===== src/rtl/axi_light_arbiter.sv =====
// Round-robin arbiter sharing one AXI-light slave port among NUM_M masters, one transaction at a time.
// Optional per-master completion counters on txn_count when AXI_ARB_STATS_EN is defined.
module axi_light_arbiter #(
   parameter  int NUM_M  = 2,
   parameter  int ADDR_W = 32,
   parameter  int DATA_W = 32,
   localparam int STRB_W = DATA_W / 8
) (
   input  logic                      clk,
   input  logic                      res_n,
   input  logic [NUM_M-1:0]          s_awvalid,
   output logic [NUM_M-1:0]          s_awready,
   input  logic [NUM_M*ADDR_W-1:0]   s_awaddr,
   input  logic [NUM_M-1:0]          s_wvalid,
   output logic [NUM_M-1:0]          s_wready,
   input  logic [NUM_M*DATA_W-1:0]   s_wdata,
   input  logic [NUM_M*STRB_W-1:0]   s_wstrb,
   output logic [NUM_M-1:0]          s_bvalid,
   input  logic [NUM_M-1:0]          s_bready,
   input  logic [NUM_M-1:0]          s_arvalid,
   output logic [NUM_M-1:0]          s_arready,
   input  logic [NUM_M*ADDR_W-1:0]   s_araddr,
   output logic [NUM_M-1:0]          s_rvalid,
   input  logic [NUM_M-1:0]          s_rready,
   output logic [DATA_W-1:0]         s_rdata,
   output logic                      m_awvalid,
   input  logic                      m_awready,
   output logic [ADDR_W-1:0]         m_awaddr,
   output logic                      m_wvalid,
   input  logic                      m_wready,
   output logic [DATA_W-1:0]         m_wdata,
   output logic [STRB_W-1:0]         m_wstrb,
   input  logic                      m_bvalid,
   output logic                      m_bready,
   output logic                      m_arvalid,
   input  logic                      m_arready,
   output logic [ADDR_W-1:0]         m_araddr,
   input  logic                      m_rvalid,
   output logic                      m_rready,
   input  logic [DATA_W-1:0]         m_rdata,
   output logic [NUM_M-1:0]          grant,
`ifdef AXI_ARB_STATS_EN
   output logic [NUM_M*16-1:0]       txn_count,
`endif
   output logic                      busy
);

   localparam int PTR_W = (NUM_M > 1) ? $clog2(NUM_M) : 1;

   localparam logic [2:0] IDLE  = 3'd0;
   localparam logic [2:0] WADDR = 3'd1;
   localparam logic [2:0] WRESP = 3'd2;
   localparam logic [2:0] RADDR = 3'd3;
   localparam logic [2:0] RRESP = 3'd4;

   logic [2:0]       state_q, state_d;
   logic [NUM_M-1:0] grant_q, grant_d;
   logic [PTR_W-1:0] rr_q, rr_d;
   logic             aw_done_q, aw_done_d, w_done_q, w_done_d;

   logic [NUM_M-1:0] req;
   logic [PTR_W-1:0] sel, cand, gidx, rr_nxt;
   logic             found;
   logic             g_awv, g_wv, g_br, g_arv, g_rr;
   logic             aw_hs, w_hs, b_hs, ar_hs, r_hs;

   assign req = s_awvalid | s_arvalid;

   // First requester at or after the rr pointer, wrapping modulo NUM_M.
   always_comb begin
      int idx;
      idx   = 0;
      cand  = '0;
      found = 1'b0;
      sel   = '0;
      for (int k = 0; k < NUM_M; k++) begin
         idx = int'(rr_q) + k;
         if (idx >= NUM_M) idx = idx - NUM_M;
         cand = PTR_W'(idx);
         if (!found && req[cand]) begin
            found = 1'b1;
            sel   = cand;
         end
      end
   end

   always_comb begin
      gidx = '0;
      for (int i = 0; i < NUM_M; i++)
         if (grant_q[i]) gidx = PTR_W'(i);
   end

   assign rr_nxt = (gidx == PTR_W'(NUM_M - 1)) ? '0 : gidx + PTR_W'(1);

   // Address/data mux; everything stays 0 while nobody holds the grant.
   always_comb begin
      m_awaddr = '0;
      m_wdata  = '0;
      m_wstrb  = '0;
      m_araddr = '0;
      g_awv    = 1'b0;
      g_wv     = 1'b0;
      g_br     = 1'b0;
      g_arv    = 1'b0;
      g_rr     = 1'b0;
      for (int i = 0; i < NUM_M; i++) begin
         if (grant_q[i]) begin
            m_awaddr = s_awaddr[i*ADDR_W +: ADDR_W];
            m_wdata  = s_wdata[i*DATA_W +: DATA_W];
            m_wstrb  = s_wstrb[i*STRB_W +: STRB_W];
            m_araddr = s_araddr[i*ADDR_W +: ADDR_W];
            g_awv    = s_awvalid[i];
            g_wv     = s_wvalid[i];
            g_br     = s_bready[i];
            g_arv    = s_arvalid[i];
            g_rr     = s_rready[i];
         end
      end
   end

   // A completed AW or W channel is masked so the slave sees exactly one write.
   assign m_awvalid = (state_q == WADDR) && !aw_done_q && g_awv;
   assign m_wvalid  = (state_q == WADDR) && !w_done_q && g_wv;
   assign m_bready  = (state_q == WRESP) && g_br;
   assign m_arvalid = (state_q == RADDR) && g_arv;
   assign m_rready  = (state_q == RRESP) && g_rr;

   assign s_awready = grant_q & {NUM_M{(state_q == WADDR) && !aw_done_q && m_awready}};
   assign s_wready  = grant_q & {NUM_M{(state_q == WADDR) && !w_done_q && m_wready}};
   assign s_bvalid  = grant_q & {NUM_M{(state_q == WRESP) && m_bvalid}};
   assign s_arready = grant_q & {NUM_M{(state_q == RADDR) && m_arready}};
   assign s_rvalid  = grant_q & {NUM_M{(state_q == RRESP) && m_rvalid}};
   assign s_rdata   = m_rdata;

   assign aw_hs = m_awvalid && m_awready;
   assign w_hs  = m_wvalid && m_wready;
   assign b_hs  = m_bvalid && m_bready;
   assign ar_hs = m_arvalid && m_arready;
   assign r_hs  = m_rvalid && m_rready;

   assign grant = grant_q;
   assign busy  = (state_q != IDLE);

   always_comb begin
      state_d   = state_q;
      grant_d   = grant_q;
      rr_d      = rr_q;
      aw_done_d = aw_done_q;
      w_done_d  = w_done_q;
      case (state_q)
         IDLE: if (found) begin
            grant_d      = '0;
            grant_d[sel] = 1'b1;
            state_d      = s_awvalid[sel] ? WADDR : RADDR;
            aw_done_d    = 1'b0;
            w_done_d     = 1'b0;
         end
         WADDR: begin
            aw_done_d = aw_done_q | aw_hs;
            w_done_d  = w_done_q | w_hs;
            if (aw_done_d && w_done_d) state_d = WRESP;
         end
         WRESP: if (b_hs) begin
            state_d = IDLE;
            grant_d = '0;
            rr_d    = rr_nxt;
         end
         RADDR: if (ar_hs) state_d = RRESP;
         RRESP: if (r_hs) begin
            state_d = IDLE;
            grant_d = '0;
            rr_d    = rr_nxt;
         end
         default: begin
            state_d = IDLE;
            grant_d = '0;
         end
      endcase
   end

   always_ff @(posedge clk or negedge res_n) begin
      if (!res_n) begin
         state_q   <= IDLE;
         grant_q   <= '0;
         rr_q      <= '0;
         aw_done_q <= 1'b0;
         w_done_q  <= 1'b0;
      end else begin
         state_q   <= state_d;
         grant_q   <= grant_d;
         rr_q      <= rr_d;
         aw_done_q <= aw_done_d;
         w_done_q  <= w_done_d;
      end
   end

`ifdef AXI_ARB_STATS_EN
   logic [NUM_M-1:0][15:0] cnt_q;

   always_ff @(posedge clk or negedge res_n) begin
      if (!res_n)            cnt_q <= '0;
      else if (b_hs || r_hs) cnt_q[gidx] <= cnt_q[gidx] + 16'd1;
   end

   assign txn_count = cnt_q;
`endif

endmodule


===== config.mk =====
export PLATFORM = sky130hd
export DESIGN_NAME = axi_light_arbiter
export DESIGN_NICKNAME = d
export VERILOG_FILES = /design/src/rtl/axi_light_arbiter.sv
export SDC_FILE = /design/constraint.sdc
export NUM_CORES = 1
export LEC_CHECK = 0
export ABC_AREA = 1
export BUFFER_PORTS_ARGS = -buffer_cell sky130_fd_sc_hd__buf_4
export CAP_MARGIN = 15
export CORE_AREA = 2 2 155 157
export DETAILED_ROUTE_END_ITERATION = 8
export DIE_AREA = 0 0 157 159
export GPL_ROUTABILITY_DRIVEN = 0
export GPL_TIMING_DRIVEN = 0
export SYNTH_ARGS = -nofsm -noshare
export SYNTH_HDL_FRONTEND = slang
export SYNTH_SLANG_ARGS = --single-unit

===== constraint.sdc =====
create_clock -name clk -period 1.49 [get_ports clk]
set_clock_uncertainty 0.15 [all_clocks]
set_input_delay 0.298 -clock clk [delete_from_list [all_inputs] [get_ports clk]]
set_output_delay 0.298 -clock clk [all_outputs]
set_load 0.03 [all_outputs]

==> impl_results.md <==
* Drt pass-1 iters at 4
* Setup violations, final at 125
* ANT cells at 0
* CP Data Arrival Time at 1.56 ns
* Final Critical Period at just over 2 ns
* GR Overflow Total at 0
* CTS Root Cell: clkbuf_16
* Synth Area in Adders at 0
* Std cell rows at between 50 and 60
* Fin. Hold Viols at 0
* Average routed wire per standard cell at 15.8 microns
* CP endpoint kind: output port
* Area Overhead vs Synth at 245%
* Cell chain of the critical path: buf_6, clkbuf_16, buf_8, a22o_2, buf_4
* Max-slew violations at 0
* Pre-CTS setup slack at -0.993 ns
* Largest area contributor in the netlist: a22o_1
* Nets at 933
* # H-tree levels at 1
* DRC violations left at 0
* Clk buf depth at 2
* Worst slew margin at 0.807
* Seq cells post-synth at 8
* Synth area leaders: a22o_1, buf_4, dfrtp_1
* Core area at 23200 sq um
* Worst hold margin at ~0.13 ns
* Violated checks: negative setup slack
* HP Class: primary input to flip-flop
* Post-synthesis sequential area ratio at 0.103
* Leakage at 3.47 nW
* Initial drt markers at 98
* Setup ws final at -0.521 ns
* Vias per cell at 3.74
* IO Count at 399
* Largest net degree at the start of global routing at 11
* Top cell type's share of synthesized area at 0.452
* Setup TNS Final at -54.45 ns
* Total chip power at 0.0104 W
* Worst slew pin tran at roughly 0.29 ns
* Post-route ant nets at 0
* Initial antenna violation count at 0
* CP Class: flip-flop to output port
* Simple-gate portion of the synthesized area at 0.183
* Distinct cells, synth at 21
* Die height at about 160 microns
* Die area at 25000 sq um
* Share of cells above drive strength 1 at 0.924
* Main combinational cell family by area after synthesis: compound AO/OA/AOI/OAI gates
* Post-synthesis mux area share at 0
* RSZ-0062 raised after global routing: true
* Status: finished with violations
* Peak supply drop at between 0.0006 and 0.0007 V
* GRT Overall Usage at 0.111
* Pwr Density at 1550 nW/um^2
* Critical path's slowest cell: dfrtp_1
* Final Cell Area at 6690 sq um
* Clk_lat worst skew at 0.24 ns
* Num CTS Buffers at 3
* Synth Area in Compound Gates at 0.478
* Vias in the first global route at about 3800
* CP required at 1.04 ns
* CTS Sinks at 8
* Crit-path max FO at 10
* Wirelength, routed at 15900 microns
* Synth warn at 0
* Fmax at 497 MHz
* Max-cap viol count at 0
* Post-synth net total at 527
* DR vias at 3750
* Initial Util at 0.0836
* Cell Area, Synth at 1940 sq um
* Port bufs at 366
* Syn Inst Count at 278
* Reg clk slew, reported paths at roughly 0.040 ns
* Placed Area at about 5500 sq um
* Die Wd at about 160 microns
* Post-Syn Area per Cell at between 6 and 7 sq um
* First-pass GRT wire length at 21300 microns
* # fillers at 2438
* HPWL Detailed at 12800 microns
* Post-synthesis xor/xnor area fraction at 0
* CP peak stage delay at 0.38 ns
* Final worst-path cycle share at 1.35
* CTS tree: built
* Crit start category: flip-flop
==> through the flow <==
step | instances | utilization
global route | 1002 | 0.289
global placement | 963 | 0.236
finish | 1002 | 0.289
CTS | 994 | 0.275
floorplan | 278 | -
detailed placement | 963 | 0.236
==> cell usage in the layout (no fill, tap or decap), drive strengths merged <==
master	n
nor2	15
or2	2
o21ai	6
a22o	100
nor3	9
buf	453
dlygate4sd3	1
dfrtp	8
clkbuf	7
nand4	1
nand3	9
inv	24
nand2	45
and2	2
a21oi	1
==> state kept, by name, summed over array words and instances (netlist names) <==
| name | cells |
|---|---|
| state_q | 3 |
| grant | 2 |
| aw_done_q | 1 |
| rr_q | 1 |
| w_done_q | 1 |
==> final timing paths <==
path / start / to / slack [ns] / cells after the start
worst min-delay path: m_arready / state_q[2] / 0.13 / 3
worst max-delay path: grant[1] / m_wdata[12] / -0.52 / 5
max in group asynchronous: res_n / state_q[0] / 0.76 / 2
min in group asynchronous: res_n / state_q[2] / 0.28 / 2
worst min register to register: rr_q / rr_q / 0.35 / 2
worst max register to register: grant[1] / grant[1] / -0.33 / 13
==> critical path, delay by kind of cell (launching register included) <==
kind / cells / cell delay (ns)
AOI/OAI and AO/OA: 1 / 0.26
buffers and inverters: 4 / 0.66
DFF: 1 / 0.38
==> report_power, final <==
part | switching (W) | internal (W) | total [W]
Clock | 0.000118 | 0.000358 | 0.000476
Combinational | 0.00502 | 0.00446 | 0.00948
Sequential | 0.000107 | 0.000298 | 0.000405
==> area by class of cell <==
cell class / count / area [sq um] / share of cell area
inverter: 24 / 108 / 0.0161
tap: 319 / 399 / 0.0596
sequential: 8 / 204 / 0.0305
clock buffer: 4 / 78.8 / 0.0118
multi-input combinational: 190 / 2000 / 0.299
buffer: 56 / 566 / 0.0845
timing repair buffer: 401 / 3340 / 0.499
==> per-layer routing <==
layer / vias to the layer above / GRT usage / wire length [microns]
li1: 1799 / - / -
met4: 0 / 0.0167 / 194
met3: 14 / 0.0218 / 1300
met1: 1724 / 0.136 / 6190
met5: - / 0 / 0
met2: 213 / 0.202 / 8190
==> cells in the mapped netlist <==
cell type and instances:
nand2_1 44, nor2_1 13, o21ai_0 2, nor3_1 9, nand2_2 1, buf_2 18
o21ai_2 4, nand3_1 9, inv_1 21, a21oi_1 1, dfrtp_1 8, and2_1 2
buf_6 1, inv_2 3, clkbuf_1 3, nand4_1 1, a22o_1 100, or2_1 1
nor2_2 2, or2_2 1, buf_4 34
==> cells by family after synthesis <==
logic type      count (synthesis)
buf+inv                        80
flops                           8
compound gates                107
simple gates                   83
==> timing repair <==
action,CTS,global route
hold buffers,1,0
pin swaps,25,27
hold endpoints to repair,8,0
gates cloned,2,0
gates resized for setup,154,62
endpoints found under the setup margin,122,125
setup buffers,24,10
Power figures use the tool's default switching activity.
